<file path="config.mk">
export PLATFORM = sky130hd
export DESIGN_NAME = cycle_ctrl_flat
export DESIGN_NICKNAME = d
export VERILOG_FILES = /design/src/rtl/cycle_ctrl_if.sv /design/src/rtl/cycle_ctrl.sv /design/src/flat_wrapper.sv
export SDC_FILE = /design/constraint.sdc
export NUM_CORES = 1
export LEC_CHECK = 0
export ABC_CLOCK_PERIOD_IN_PS = 2900
export BUFFER_PORTS_ARGS = -buffer_cell sky130_fd_sc_hd__buf_2
export CAP_MARGIN = 15
export CORE_UTILIZATION = 49
export CTS_CLUSTER_SIZE = 8
export DETAILED_ROUTE_END_ITERATION = 12
export GPL_TIMING_DRIVEN = 0
export PLACE_DENSITY = 0.85
export SLEW_MARGIN = 20
export SYNTH_ARGS = -nofsm -noshare
export SYNTH_HDL_FRONTEND = slang
export SYNTH_SLANG_ARGS = --single-unit
</file>
<file path="constraint.sdc">
create_clock -name clk -period 2.9 [get_ports clk]
set_input_delay 0.145 -clock clk [delete_from_list [all_inputs] [get_ports clk]]
set_output_delay 0.145 -clock clk [all_outputs]
set_load 0.02 [all_outputs]
</file>
<file path="src/rtl/cycle_ctrl_if.sv">
// Data-memory handshake between the instruction sequencer and the data memory.
// The master (cycle_ctrl) raises mem_req/mem_wr; the slave answers with mem_ready.
interface cycle_ctrl_if;
   logic mem_req;
   logic mem_wr;
   logic mem_ready;

   modport master (output mem_req, output mem_wr, input mem_ready);
   modport slave  (input mem_req, input mem_wr, output mem_ready);
endinterface

</file>
<file path="src/rtl/cycle_ctrl.sv">
// cycle_ctrl: multi-cycle instruction sequencer. Gates PC write, IR load,
// register-file write and the data-memory handshake (watchdog-guarded).
// Optional feature macro: CYCLE_CTRL_PERF_EN builds the retired-instruction
// counter; without it, retired is tied to 0.
//
// state | meaning
// ------+----------------------------------------------------------
// IDLE  | waiting for run or a step pulse
// IF    | load instruction register
// ID    | decode; HLT goes straight to HALT
// EX    | execute; branch/jump retire here
// MEM   | data-memory request, watchdog running; SW retires on ready
// WB    | register write-back and retire
// HALT  | parked with every enable low; only reset leaves
module cycle_ctrl #(
   parameter int unsigned TIMEOUT = 16
) (
   input  logic        clk,
   input  logic        rstd,
   input  logic        run,
   input  logic        step,
   input  logic        halt_req,
   input  logic [5:0]  opcode,
   cycle_ctrl_if.master mem,
   output logic        ir_we,
   output logic        pc_we,
   output logic        reg_we,
   output logic [2:0]  state,
   output logic        bus_err,
   output logic [31:0] retired
);

   typedef enum logic [2:0] {
      S_IDLE = 3'd0,
      S_IF   = 3'd1,
      S_ID   = 3'd2,
      S_EX   = 3'd3,
      S_MEM  = 3'd4,
      S_WB   = 3'd5,
      S_HALT = 3'd6
   } st_t;

   // Watchdog fires on the MEM cycle in which the count would reach TIMEOUT.
   localparam logic [7:0] WD_LAST = 8'(TIMEOUT - 1);

   st_t        cur_st;
   st_t        nxt_st;
   st_t        bnd_st;
   logic [7:0] wdog;
   logic       set_err;

   logic is_lw;
   logic is_sw;
   logic is_br;
   logic is_hlt;

   // Opcode class decode.
   always_comb begin
      is_lw  = (opcode == 6'h23);
      is_sw  = (opcode == 6'h2B);
      is_br  = (opcode == 6'h04) || (opcode == 6'h05) ||
               (opcode == 6'h02) || (opcode == 6'h03);
      is_hlt = (opcode == 6'h3F);
   end

   // Next state at an instruction boundary: halt wins over run.
   always_comb begin
      bnd_st = S_IDLE;
      if (halt_req)
         bnd_st = S_HALT;
      else if (run)
         bnd_st = S_IF;
   end

   // State register.
   always_ff @(posedge clk or negedge rstd) begin
      if (!rstd)
         cur_st <= S_IDLE;
      else
         cur_st <= nxt_st;
   end

   // Next-state and enable decode; enables depend on state, plus mem_ready in MEM.
   always_comb begin
      nxt_st      = cur_st;
      ir_we       = 1'b0;
      pc_we       = 1'b0;
      reg_we      = 1'b0;
      mem.mem_req = 1'b0;
      mem.mem_wr  = 1'b0;
      set_err     = 1'b0;
      case (cur_st)
         S_IDLE: begin
            if (run || step)
               nxt_st = S_IF;
         end
         S_IF: begin
            ir_we  = 1'b1;
            nxt_st = S_ID;
         end
         S_ID: begin
            nxt_st = is_hlt ? S_HALT : S_EX;
         end
         S_EX: begin
            if (is_lw || is_sw) begin
               nxt_st = S_MEM;
            end else if (is_br) begin
               pc_we  = 1'b1;
               nxt_st = bnd_st;
            end else begin
               nxt_st = S_WB;
            end
         end
         S_MEM: begin
            mem.mem_req = 1'b1;
            mem.mem_wr  = is_sw;
            if (mem.mem_ready) begin
               if (is_sw) begin
                  pc_we  = 1'b1;
                  nxt_st = bnd_st;
               end else begin
                  nxt_st = S_WB;
               end
            end else if (wdog == WD_LAST) begin
               set_err = 1'b1;
               nxt_st  = S_HALT;
            end
         end
         S_WB: begin
            reg_we = 1'b1;
            pc_we  = 1'b1;
            nxt_st = bnd_st;
         end
         S_HALT: begin
            nxt_st = S_HALT;
         end
         default: begin
            nxt_st = S_IDLE;
         end
      endcase
   end

   // Watchdog: held at zero outside MEM, counts MEM cycles without ready.
   always_ff @(posedge clk or negedge rstd) begin
      if (!rstd)
         wdog <= 8'd0;
      else if (cur_st != S_MEM)
         wdog <= 8'd0;
      else if (!mem.mem_ready)
         wdog <= wdog + 8'd1;
   end

   // Sticky bus error, cleared only by reset.
   always_ff @(posedge clk or negedge rstd) begin
      if (!rstd)
         bus_err <= 1'b0;
      else if (set_err)
         bus_err <= 1'b1;
   end

   assign state = cur_st;

`ifdef CYCLE_CTRL_PERF_EN
   logic [31:0] ret_cnt;

   // Retired count: one per pc_we, wraps naturally.
   always_ff @(posedge clk or negedge rstd) begin
      if (!rstd)
         ret_cnt <= 32'd0;
      else if (pc_we)
         ret_cnt <= ret_cnt + 32'd1;
   end

   assign retired = ret_cnt;
`else
   assign retired = 32'd0;
`endif

endmodule

</file>
<file path="src/flat_wrapper.sv">
// flat-port wrapper written by rule: the top's interface ports become plain ports
module cycle_ctrl_flat 
#(
   parameter int unsigned TIMEOUT = 16
)
  (clk, rstd, run, step, halt_req, opcode, ir_we, pc_we, reg_we, state, bus_err, retired, mem_mem_req, mem_mem_wr, mem_mem_ready);
  cycle_ctrl_if mem_i ();
  input  logic clk;
  input  logic rstd;
  input  logic run;
  input  logic step;
  input  logic halt_req;
  input  logic [5:0] opcode;
  output logic ir_we;
  output logic pc_we;
  output logic reg_we;
  output logic [2:0] state;
  output logic bus_err;
  output logic [31:0] retired;
  output wire logic [$bits(mem_i.mem_req)-1:0] mem_mem_req;
  output wire logic [$bits(mem_i.mem_wr)-1:0] mem_mem_wr;
  input wire logic [$bits(mem_i.mem_ready)-1:0] mem_mem_ready;
  assign mem_mem_req = mem_i.mem_req;
  assign mem_mem_wr = mem_i.mem_wr;
  assign mem_i.mem_ready = mem_mem_ready;
  cycle_ctrl #(.TIMEOUT(TIMEOUT)) u_core (.clk(clk), .rstd(rstd), .run(run), .step(step), .halt_req(halt_req), .opcode(opcode), .mem(mem_i), .ir_we(ir_we), .pc_we(pc_we), .reg_we(reg_we), .state(state), .bus_err(bus_err), .retired(retired));
endmodule
</file>
* Word-level counts from Yosys, hierarchy flattened
Cells that the tools add are included.
** Word-level totals
- Flip-flop bits (word level) :: 12
- Output and inout port bits :: 41
** Operators by class
- $add $sub $neg :: 1
- Equal/unequal tests :: 18
- Mux-type cells :: 24
- Reduce and logical (&&, ||, !) cells :: 7
** Operators with widths (count)
- 2-to-1 mux 3 bit :: 8
- one-hot mux 3 bit (7 select lines) :: 1
- == test 6 bit, second input constant :: 3
- 2-to-1 mux 8 bit :: 2
- == test 6 x 2 -> 1 bit, second input constant :: 2
- == test 6 x 3 -> 1 bit, second input constant :: 2
- 2-to-1 mux 1 bit :: 12
- == test 3 bit, second input constant :: 3
- adder 8 x 1 -> 8 bit, second input constant :: 1
- == test 8 x 4 -> 1 bit, second input constant :: 1
- == test 3 x 2 -> 1 bit, second input constant :: 2
- logical OR 1 bit :: 5
- inequality test 2 x 1 -> 1 bit, second input constant :: 2
- == test 3 x 1 -> 1 bit, second input constant :: 1
- logical NOT 3 bit :: 1
- inequality test 3 x 2 -> 1 bit, second input constant :: 1
- inequality test 3 bit, second input constant :: 1
- one-hot mux 1 bit (3 select lines) :: 1
- AND reduction 2 bit :: 1

* Logic depth before layout (Yosys ltp)
Gate-level depths: netlist of the first run.
- Word-level depth :: 7
- Gate-level depth with buffers :: 7

* Least setup slack after synthesis of the first run
OpenSTA, ideal clock, no wires.
- Kind :: register -> register
- From :: reg u_core.cur_st[1], in the netlist u_core.state[1]
- To :: reg u_core.cur_st[1], in the netlist u_core.state[1]
- Library setup time :: 73 ps
- Data arrival time :: 1463 ps
- Setup slack :: 1364 ps
- Cell stages (with the launch flop) :: 8
- Path buffers :: 1
- Period minus slack after synthesis :: 1536 ps
- Path through :: dfrtp_1 -> buf_4 -> nor2_4 -> nand2_4 -> inv_4 -> and3_1 -> o21ai_1 -> a21oi_2
** Between the ends
- Word-level cells in the longest chain between the ends :: 3
** Ends and longest elaborated chain
- start, declared :: line cycle_ctrl.sv:46 : st_t cur_st;
- start signal, assigned :: line cycle_ctrl.sv:80 : cur_st <= nxt_st;
- == test 3 bit or logical NOT 3 bit (tied branches) :: line cycle_ctrl.sv:92 : case (cur_st)
- inequality test 3 x 2 -> 1 bit (no line) or inequality test 2 x 1 -> 1 bit (tied branches)
- AND reduction 2 bit (no line)
Several ways; a longest one is shown, not always the timed one.
A chain may end at the register's enable or synchronous reset.

* Worst setup path in the final report of the first run
- From :: reg u_core.cur_st[1], in the netlist u_core.state[1]
- To :: out mem_mem_wr
** Between the ends
- Word-level cells in the longest chain between the ends :: 2
** Ends and longest elaborated chain
- == test 3 bit :: line cycle_ctrl.sv:92
- 2-to-1 mux 1 bit :: line cycle_ctrl.sv:92
- end, declared :: line flat_wrapper.sv:21 : output wire logic [$bits(mem_i.mem_wr)-1:0] mem_mem_wr;
No other way between the ends.

==> results of run 1 <==
==> worst min path at each step <==
| stage | end | from | cells after the start |
|---|---|---|---|
| 2_1_floorplan | u_core.bus_err$_DFFE_PN0P_ | rstd | 0 |
| 3_3_place_gp | u_core.wdog[7]$_DFFE_PN0P_ | rstd | 1 |
| 3_5_place_dp | u_core.wdog[7]$_DFFE_PN0P_ | rstd | 1 |
| 4_1_cts | u_core.wdog[1]$_DFFE_PN0P_ | mem_mem_ready | 3 |
| 5_1_grt | u_core.wdog[0]$_DFFE_PN0P_ | mem_mem_ready | 3 |
| 6_report | u_core.wdog[1]$_DFFE_PN0P_ | mem_mem_ready | 3 |
==> power by group through the flow <==
stage               Combinational, W   Clock, W  Sequential, W
finish                      0.000465  0.0000989       0.000204
global route                0.000504   0.000110       0.000206
CTS                         0.000462  0.0000999       0.000204
detailed placement          0.000459          0       0.000208
global placement            0.000459          0       0.000208
floorplan                   0.000338          0       0.000234
==> synth_stat cells (2+ instances only) <==
cell type,instances,share of area (%)
o21ai_1,2,0.92
nand3_1,5,2.3
buf_4,34,24
o21ai_0,3,1.4
xnor2_1,3,2.4
nand2b_1,2,1.2
a21oi_1,2,0.92
nor2_1,12,4.2
nand2_1,4,1.4
a31oi_1,3,1.7
xor2_1,3,2.4
buf_6,2,2.1
dfrtp_1,12,28
inv_1,2,0.69
nor3_1,4,1.8
==> placed cells by master (no fill, tap or decap), types with 2 or more instances in the layout <==
cell	n
xor2_1	3
nand3_1	5
buf_4	34
xnor2_1	3
a21oi_1	2
clkbuf_4	3
conb_1	32
dfrtp_1	12
a31oi_1	3
o21ai_0	3
nand2b_1	2
nand2_1	4
nor2_1	12
nor3_1	4
buf_6	2
buf_2	19
inv_1	2
o21ai_1	2
==> critical path, cell delays in order, from the launching register on <==
cell and delay, ps:
dfrtp_1 380, buf_4 180, nor2_4 150, nand2_4 120, inv_4 80, and3_1 180
buf_2 170
==> through the flow <==
stage | hold slack (ps) | instances | setup WS (ps) | total power, W
after floorplan | -150.6 | 153 | 1364 | 0.0005721
after global placement | 28.04 | 199 | 1535 | 0.0006670
after detailed placement | 35.86 | 199 | 1538 | 0.0006664
after CTS | 185.9 | 203 | 1243 | 0.0007664
after global routing | 201.4 | 203 | 1134 | 0.0008195
final | 182.4 | 203 | 1237 | 0.0007685
==> area by class of cell <==
class	instances	area, um2	area share (%)
multi-input cells	101	605.6	44.44
flip-flops and latches	12	300.3	22.04
plain buffers	36	277.8	20.39
repair buffers	20	105.1	7.713
well taps	27	33.78	2.479
clock buffers	3	22.52	1.653
inverters	4	17.52	1.286
==> layer usage <==
layer  vias up  GRT usage [%]  wire length (um)
li1        470              -                 -
met5         -              0                 0
met4         0          5.882                25
met3         5          2.181               126
met1       427          22.72               841
met2        41          31.48              1053
==> logic make-up after synthesis <==
family                   after synthesis  synth area share (%)
AO/OA/AOI/OAI                         19                 12.80
XOR/XNOR                               7                 6.345
adder cells (fa/ha/maj)                1                 1.153
buffers and inverters                 40                 27.22
flip-flops                            12                 27.68
multiplexers                           1                0.9228
other                                  1                0.3457
AND/OR/NAND/NOR                       41                 23.53
==> sequential cells by signal, summed over array words and instances, names as in the netlist <==
register and count:
u_core.wdog 8, u_core.bus_err 1, u_core.state 3
==> key figures, run 1 <==
Timing
  – Final hold vios: 0
  – Max Slew Vio Count: 0
  – Final min period: 1663 ps
  – F_max: 0.6015 GHz
  – # setup viols final: 0
  – RSZ-0062 raised after global routing: false
  – Fin Clk Skew: 1.018 ps
  – Setup_tns: 0 ps
  – Crit share post-route: 57.33%

Global route
  – Total track usage: around 18%
  – Initial antenna violation count: 0
  – First-pass GRT wire length: between 3000 and 4000 um
  – Vias in the first global route: roughly 760
  – Largest net degree at the start of global routing: 13
  – Total congestion overflow: 0

Floorplan
  – Die W: just under 50 um
  – Initial core utilization: approximately 54%
  – # IOs: 53
  – Core area: 0.002022 mm2
  – Die Area: 0.002406 mm2
  – Die Y: ~49 um
  – Num rows: 16

Status
  – Status: completed

Synth
  – Ys async rst share: 100.0%
  – Synth Flop Type: dfrtp_1
  – FF+latch count, synth: 12
  – Yosys cell types: 44
  – Post-Synthesis Cells: 122
  – Post-synthesis cell area: 0.001085 mm2
  – Seq/Total Area, Yosys: 27.68%
  – Syn Area/Cell: about 8.9 um2
  – Post-synth EDFFs: 0
  – Yosys warnings: 0

Clock tree
  – Clk pin slew, worst setup/hold paths: 70 ps
  – Postcts setup bufs: 0
  – Worst-skew pair later-pin latency: 270 ps
  – Num CTS Buffers: 3
  – CTS tree: yes
  – CTS root buffer: clkbuf_4
  – Hold_buf cts: 1
  – Clock Sinks: 12
  – CTS resizes: 0
  – CTS Buffer Depth: 2
  – # H-tree levels: 1

Routing
  – Wire per inst: between 10 and 15 um
  – DRT iter0 DRCs: 16
  – Via density: 4.645
  – Via count: 943
  – DRT Wirelength: 2047 um
  – Antenna viol nets, final: 0
  – Router iterations before antenna repair: 4
  – Remaining DRCs: 0

Setup path
  – Worst Path Required: 2760 ps
  – CP Capture Point: mem_mem_wr
  – CP Capture Type: primary output
  – Cells on worst reg2reg path: 4
  – Critical path origin: u_core.state[1]$_DFFE_PN0P_
  – Crit path DAT: 1520 ps
  – Crit path max fanout: 10
  – Crit path launch type: flop
  – Reg-to-Reg End: u_core.state[0]$_DFFE_PN0P_
  – Reg-to-reg slack, setup: 1520 ps
  – Reg-to-Reg Start: u_core.wdog[4]$_DFFE_PN0P_
  – Crit Path Class: flop to primary output

Cells and area
  – Util after Layout: 67.39%
  – N_diodes: 0
  – Filler cell count: around 180
  – Layout cells sized above 1: 39.77%
  – Syn-to-layout area delta: 25.61%
  – Final net count: between 150 and 200
  – Design Area, Final: 0.001363 mm2

Pwr
  – Internal: ~0.00042 W
  – Sw frac: 45.98%
  – Share of power burned in combinational logic: 60.5%
  – Clock power frac: 12.9%
  – Peak supply drop: 427.9 uV
  – P per Cell Area: 564.0 mW/mm2
  – Switch Pwr: 0.0003534 W
  – Sequential power share: roughly a quarter
  – P_leak: 0.7236 nW

Job
  – Max_cap viols: 0

Placement
  – Placed instance area: 0.001330 mm2
  – Port bufs: 19
  – Gpl congestion: around 0.81
  – HPWL Detailed: 1674 um

Worst hold path
  – Hold Crit Class: input pin to flop
(Power assumes the default switching activity.)
==> run 2, diff against run 1 <==
- ABC_CLOCK_PERIOD_IN_PS: 2900 -> 1700
- CORE_UTILIZATION: 49 -> 46
- PLACE_DENSITY: 0.85 -> 0.81
- clock period: 2.9 -> 1.7 ns (I/O delays scaled with it)
==> run 2 against run 1 <==
Net effect: utilization fell by 5.1 points; hold slack lost 64 ps; via count grew 1.3%; largest power group unchanged.
==> key figures, run 2 (synthesis results as in run 1) <==
Floorplan
  – Die Area: 0.002556 mm2 (+6.3%)
  – Die Y: 50.56 um (+3.1%)
  – Core area: 0.002212 mm2 (+9.4%)
  – Initial core utilization: 49.04% (-4.6 points)
  – # IOs: 53 (unchanged)
  – Num rows: 17 (+1)
  – Die W: 50.56 um (+3.1%)

Setup path
  – Crit path launch type: flop
  – Reg-to-Reg End: u_core.state[0]$_DFFE_PN0P_
  – Crit path max fanout: 10 (unchanged)
  – CP Cell Sequence: buf_4, nor2_4, nand2_4, inv_4, and3_1, buf_2
  – Largest delay contributor family on the critical path: simple AND/OR/NAND/NOR gates
  – Cells on worst reg2reg path: 4 (unchanged)
  – Crit path DAT: 1520 ps (about the same)
  – Max incr delay on CP: 380 ps (about the same)
  – Reg-to-reg slack, setup: 310 ps (-1210 ps)
  – Worst Path Required: 1620 ps (-1140 ps)
  – Crit Path Class: flop to primary output
  – Reg-to-Reg Start: u_core.wdog[4]$_DFFE_PN0P_
  – Slowest CP cell: dfrtp_1
  – CP Capture Type: primary output
  – Worst Path Buf+Inv: 3 (unchanged)

Cells and area
  – Commonest non-fill, non-tap cell in the layout: buf_4
  – Syn-to-layout area delta: 26.99%
  – Commonest non-fill, non-tap cells in the layout: buf_4 (34), conb_1 (32), buf_2 (19)
  – Util after Layout: 62.27% (-5.1 points)
  – Final net count: 191 (unchanged)
  – Largest Register: u_core.wdog
  – Layout cells sized above 1: 40.11% (+0.34 points)
  – N_diodes: 0 (unchanged)
  – Max reg flops: 8 (unchanged)

Timing
  – F_max: between 0.6 and 0.7 GHz
  – RSZ-0062 raised after global routing: false
  – # setup viols final: 0 (unchanged)
  – Setup_tns: 0 ps (unchanged)
  – Final min period: between 1500 and 2000 ps
  – Fin Clk Skew: 0.4300 ps (-0.5884 ps)
  – Final hold vios: 0 (unchanged)
  – Crit share post-route: 94.33%
  – Hold Slack: 118.3 ps (-64.10 ps)
  – Max Slew Vio Count: 0 (unchanged)

Clock tree
  – Hold_buf cts: 1 (unchanged)
  – Num CTS Buffers: 3 (unchanged)
  – Worst-skew pair later-pin latency: 270 ps (about the same)
  – Clock Sinks: 12 (unchanged)
  – Postcts setup bufs: 0 (unchanged)
  – CTS Buffer Depth: 2 (unchanged)
  – CTS root buffer: clkbuf_4
  – CTS tree: yes
  – CTS resizes: 0 (unchanged)
  – Clk pin slew, worst setup/hold paths: 70 ps (about the same)
  – # H-tree levels: 1 (unchanged)

Routing
  – WL met3: 151 um (+20%)
  – Max Used Layer: met4
  – Via density: 4.659 (+0.28%)
  – Via count: 955 (+1.3%)
  – Wire per inst: 10.57 um (+4.8%)
  – DRT Wirelength: 2166 um (+5.8%)
  – Router iterations before antenna repair: 4 (unchanged)
  – Routed met1 length: 848 um (+0.83%)
  – Antenna viol nets, final: 0 (unchanged)
  – Metal2 WL: 1137 um (+8.0%)
  – Remaining DRCs: 0 (unchanged)
  – DRT iter0 DRCs: 29 (+13)

Global route
  – First-pass GRT wire length: 3270 um (-4.4%)
  – Initial antenna violation count: 0 (unchanged)
  – Largest net degree at the start of global routing: 13 (unchanged)
  – Total congestion overflow: 0 (unchanged)
  – Total track usage: 16.63% (-1.3 points)
  – Vias in the first global route: 774 (+2.1%)

Worst hold path
  – Hold Crit Class: input pin to flop
  – WHS Path Cells: 3 (unchanged)
  – Hold wc startpoint: mem_mem_ready
  – End of the worst hold path: u_core.wdog[0]$_DFFE_PN0P_

Pwr
  – Sw frac: 44.89% (-1.1 points)
  – Share of power burned in combinational logic: 58.0% (-2.5 points)
  – P per Cell Area: 995.9 mW/mm2 (+77%)
  – Sequential power share: 25.4% (-1.2 points)
  – P_leak: 0.7308 nW (+0.99%)
  – Peak supply drop: 776.1 uV (+81%)
  – Final Total Pwr: 0.001372 W (+79%)
  – Clock power frac: 16.6% (+3.7 points)
  – Switch Pwr: 0.0006159 W (+74%)
  – Internal: 0.0007560 W (+82%)

Status
  – Status: completed

Placement
  – Port bufs: 19 (unchanged)
  – HPWL Detailed: 1661 um (-0.82%)
  – Gpl congestion: 0.8345 (+3.0%)

Job
  – Max_cap viols: 0 (unchanged)
## run 2: changes by cell type in the layout (fill, tap and decap cells not counted)
cell / delta
clkbuf_8: +1
## run 2: worst reg2reg max path, cell delays in order (launching register included)
cell	delay [ps]
dfrtp_1	430
nor4_2	330
and4_1	260
o311ai_2	110
a31oi_1	180
## run 2: per-stage QoR
stage | instance area [um2] | std cells | setup slack, ps
detailed placement | 1331 | 200 | 316.1
global placement | 1331 | 200 | 346.6
finish | 1378 | 205 | 96.45
floorplan | 1201 | 153 | 163.6
CTS | 1378 | 205 | 84.30
global route | 1378 | 205 | 8.640
## run 2: worst max path at each step
stage,from,endpoint,cells past startpoint
global placement,u_core.wdog[4]$_DFFE_PN0P_,u_core.state[0]$_DFFE_PN0P_,4
detailed placement,u_core.wdog[4]$_DFFE_PN0P_,u_core.state[0]$_DFFE_PN0P_,4
floorplan,u_core.state[1]$_DFFE_PN0P_,u_core.state[1]$_DFFE_PN0P_,7
finish,u_core.state[1]$_DFFE_PN0P_,mem_mem_wr,6
CTS,u_core.state[1]$_DFFE_PN0P_,mem_mem_wr,6
global route,u_core.state[1]$_DFFE_PN0P_,mem_mem_wr,6
## run 2: layer usage
| layer | track usage (%) | up-vias |
|---|---|---|
| li1 | - | 469 |
| met1 | 20.86 | 433 |
| met2 | 29.11 | 47 |
| met3 | 2.727 | 6 |
| met4 | 4.630 | 0 |
| met5 | 0 | - |
## run 2: layout make-up
| cell class | count | area [um2] |
|---|---|---|
| Buffer | 36 | 277.8 |
| Fill cell | 204 | 834.6 |
| Clock buffer | 4 | 36.28 |
| Timing Repair Buffer | 20 | 105.1 |
| Inverter | 4 | 17.52 |
| Tap cell | 28 | 35.03 |
| Multi-Input combinational cell | 101 | 605.6 |
| Sequential cell | 12 | 300.3 |
## run 2: power by group through the flow
| stage | logic, W | registers [W] | clock network, W |
|---|---|---|---|
| finish | 0.000796 | 0.000348 | 0.000227 |
| global route | 0.000865 | 0.000353 | 0.000250 |
| CTS | 0.000792 | 0.000349 | 0.000233 |
| detailed placement | 0.000786 | 0.000355 | 0 |
| global placement | 0.000779 | 0.000355 | 0 |
| floorplan | 0.000577 | 0.000399 | 0 |
==> run 3, diff against run 2 <==
- CORE_UTILIZATION: 46 -> 35
- PLACE_DENSITY: 0.81 -> 0.65
==> run 3 against run 2 <==
Net effect: the run now ends with design-rule violations left; utilization down 14 points; fmax up 1.6%; clock power fell by 4%; first-iteration DRC count grew 6.9%; cell area grew 0.27%; combinational power about the same; clock-buffer cell count stayed put; die area is 30% higher.
==> key figures, run 3 (synthesis results as in run 1) <==
Status
  – Status: finished, violations left
  – Failing checks: design-rule violations

Setup path
  – CP Cell Sequence: buf_4, nor2_4, nand2_4, inv_4, and3_1, buf_2
  – Crit path launch type: flop
  – Slowest CP cell: dfrtp_1
  – Levels on crit path: 6 (unchanged)
  – Crit path DAT: 1490 ps (-30 ps)
  – Reg-to-reg slack, setup: 300 ps (about the same)
  – Crit Path Class: flop to primary output
  – Critical path origin: u_core.state[1]$_DFFE_PN0P_
  – Reg-to-Reg Start: u_core.state[1]$_DFFE_PN0P_
  – Largest delay contributor family on the critical path: simple AND/OR/NAND/NOR gates
  – Max incr delay on CP: 380 ps (about the same)
  – Cells on worst reg2reg path: 5 (+1)
  – Reg-to-Reg End: u_core.state[0]$_DFFE_PN0P_
  – CP Capture Point: mem_mem_wr
  – Worst Path Required: 1620 ps (about the same)
  – CP Capture Type: primary output
  – Worst Path Buf+Inv: 3 (unchanged)
  – Crit path max fanout: 10 (unchanged)

Pwr
  – P per Cell Area: 987.0 mW/mm2 (-0.90%)
  – Peak supply drop: 534.6 uV (-31%)
  – P_leak: 0.7308 nW (unchanged)
  – Switch Pwr: 0.0006072 W (-1.4%)
  – Sequential power share: 25.6% (+0.2 points)
  – Sw frac: 44.54% (-0.36 points)
  – Clock power frac: 16.0% (-0.6 points)
  – Internal: 0.0007561 W (about the same)
  – Share of power burned in combinational logic: 58.3% (+0.3 points)

Timing
  – Max Slew Vio Count: 0 (unchanged)
  – Final hold vios: 0 (unchanged)
  – Crit share post-route: 92.84% (-1.5 points)
  – RSZ-0062 raised after global routing: false
  – Final min period: 1578 ps (-25.19 ps)
  – Fin Clk Skew: 2.962 ps (+2.532 ps)
  – F_max: 0.6336 GHz (+1.6%)
  – # setup viols final: 0 (unchanged)
  – Setup_tns: 0 ps (unchanged)

Floorplan
  – Die W: 57.67 um (+14%)
  – Initial core utilization: 38.03% (-11 points)
  – Die Y: 57.67 um (+14%)
  – # IOs: 53 (unchanged)
  – Num rows: 19 (+2)
  – Core area: 0.002853 mm2 (+29%)
  – Die Area: 0.003326 mm2 (+30%)

Routing
  – Antenna viol nets, final: 0 (unchanged)
  – Wire per inst: 10.23 um (-3.2%)
  – Remaining DRCs: 5 (+5)
  – Via density: 4.423 (-5.1%)
  – DRT Wirelength: 2128 um (-1.8%)
  – Router iterations before antenna repair: 8 (+4)
  – Via count: 920 (-3.7%)
  – DRT iter0 DRCs: 31 (+6.9%)

Cells and area
  – Util after Layout: 48.42% (-14 points)
  – Final net count: 191 (unchanged)
  – Commonest non-fill, non-tap cell in the layout: buf_4
  – Layout cells sized above 1: 40.11% (unchanged)
  – Commonest non-fill, non-tap cells in the layout: buf_4 (34), conb_1 (32), buf_2 (19)
  – Max reg flops: 8 (unchanged)
  – Syn-to-layout area delta: 27.34%
  – N_diodes: 0 (unchanged)
  – Largest Register: u_core.wdog
  – Design Area, Final: 0.001381 mm2 (+0.27%)

Global route
  – Initial antenna violation count: 0 (unchanged)
  – Vias in the first global route: 801 (+3.5%)
  – First-pass GRT wire length: 3436 um (+5.1%)
  – Total congestion overflow: 0 (unchanged)
  – Largest net degree at the start of global routing: 13 (unchanged)
  – Total track usage: 12.99% (-3.6 points)

Clock tree
  – Num CTS Buffers: 3 (unchanged)
  – # H-tree levels: 1 (unchanged)
  – Postcts setup bufs: 0 (unchanged)
  – CTS tree: yes
  – Clk pin slew, worst setup/hold paths: 70 ps (about the same)
  – CTS root buffer: clkbuf_4
  – CTS Buffer Depth: 2 (unchanged)
  – Worst-skew pair later-pin latency: 270 ps (about the same)
  – Clock Sinks: 12 (unchanged)

Placement
  – Port bufs: 19 (unchanged)
  – Gpl congestion: 0.8634 (+3.5%)
  – HPWL Detailed: 1705 um (+2.7%)
  – Placed instance area: 0.001335 mm2 (+0.28%)

Job
  – Max_cap viols: 0 (unchanged)

Worst hold path
  – Hold Crit Class: input pin to flop
[run 3: cell counts in the layout (fill, tap and decap cells not counted)]
No cell type changed its count.
[run 3: per-stage QoR]
step	hold slack (ps)	setup WS (ps)	total power, W	instances
after global placement	-33.07	317.3	0.001134	203
after floorplan	-210.6	163.6	0.0009759	153
final	128.5	121.6	0.001363	208
after global routing	166.4	30.37	0.001458	208
after detailed placement	-23.34	311.3	0.001144	203
after CTS	119.7	97.43	0.001375	208
[run 3: worst min-delay path by stage]
stage | depth (start not counted) | endpoint | startpoint | slack [ps]
finish | 3 | u_core.wdog[0]$_DFFE_PN0P_ | mem_mem_ready | 130
CTS | 3 | u_core.wdog[0]$_DFFE_PN0P_ | mem_mem_ready | 120
floorplan | 0 | u_core.bus_err$_DFFE_PN0P_ | rstd | -210
global route | 3 | u_core.wdog[0]$_DFFE_PN0P_ | mem_mem_ready | 170
detailed placement | 1 | u_core.wdog[6]$_DFFE_PN0P_ | rstd | -20
global placement | 1 | u_core.wdog[7]$_DFFE_PN0P_ | rstd | -30
[run 3: layout make-up]
cell class                      count  area (um2)
Tap cell                           31       38.79
Sequential cell                    12       300.3
Inverter                            4       17.52
Fill cell                         274        1471
Multi-Input combinational cell    101       605.6
Buffer                             36       277.8
Timing Repair Buffer               20       105.1
Clock buffer                        4       36.28
[run 3: repair_timing]
action                                 in CTS  in global routing
hold buffers                                1                  0
resized for setup                           0                  0
endpoints found under the hold margin      12                  0
[run 3: power by group through the flow]
stage | registers, W | logic [W] | clock network (W)
3_3_place_gp | 0.000356 | 0.000778 | 0
6_report | 0.000349 | 0.000795 | 0.000219
2_1_floorplan | 0.000399 | 0.000577 | 0
5_1_grt | 0.000354 | 0.000867 | 0.000237
3_5_place_dp | 0.000356 | 0.000788 | 0
4_1_cts | 0.000350 | 0.000794 | 0.000230
[run 3: metal layers]
layer | track usage (%) | wire length, um | share of wire [%]
met5 | 0 | 0 | 0
met4 | 4.082 | 0 | 0
met3 | 1.786 | 146 | 6.9
met2 | 23.42 | 1087 | 51
met1 | 16.06 | 894 | 42
[run 3: worst min-delay path, cell delays in order]
cell and delay, ps:
buf_6 120, xor2_1 70, nor2_1 80
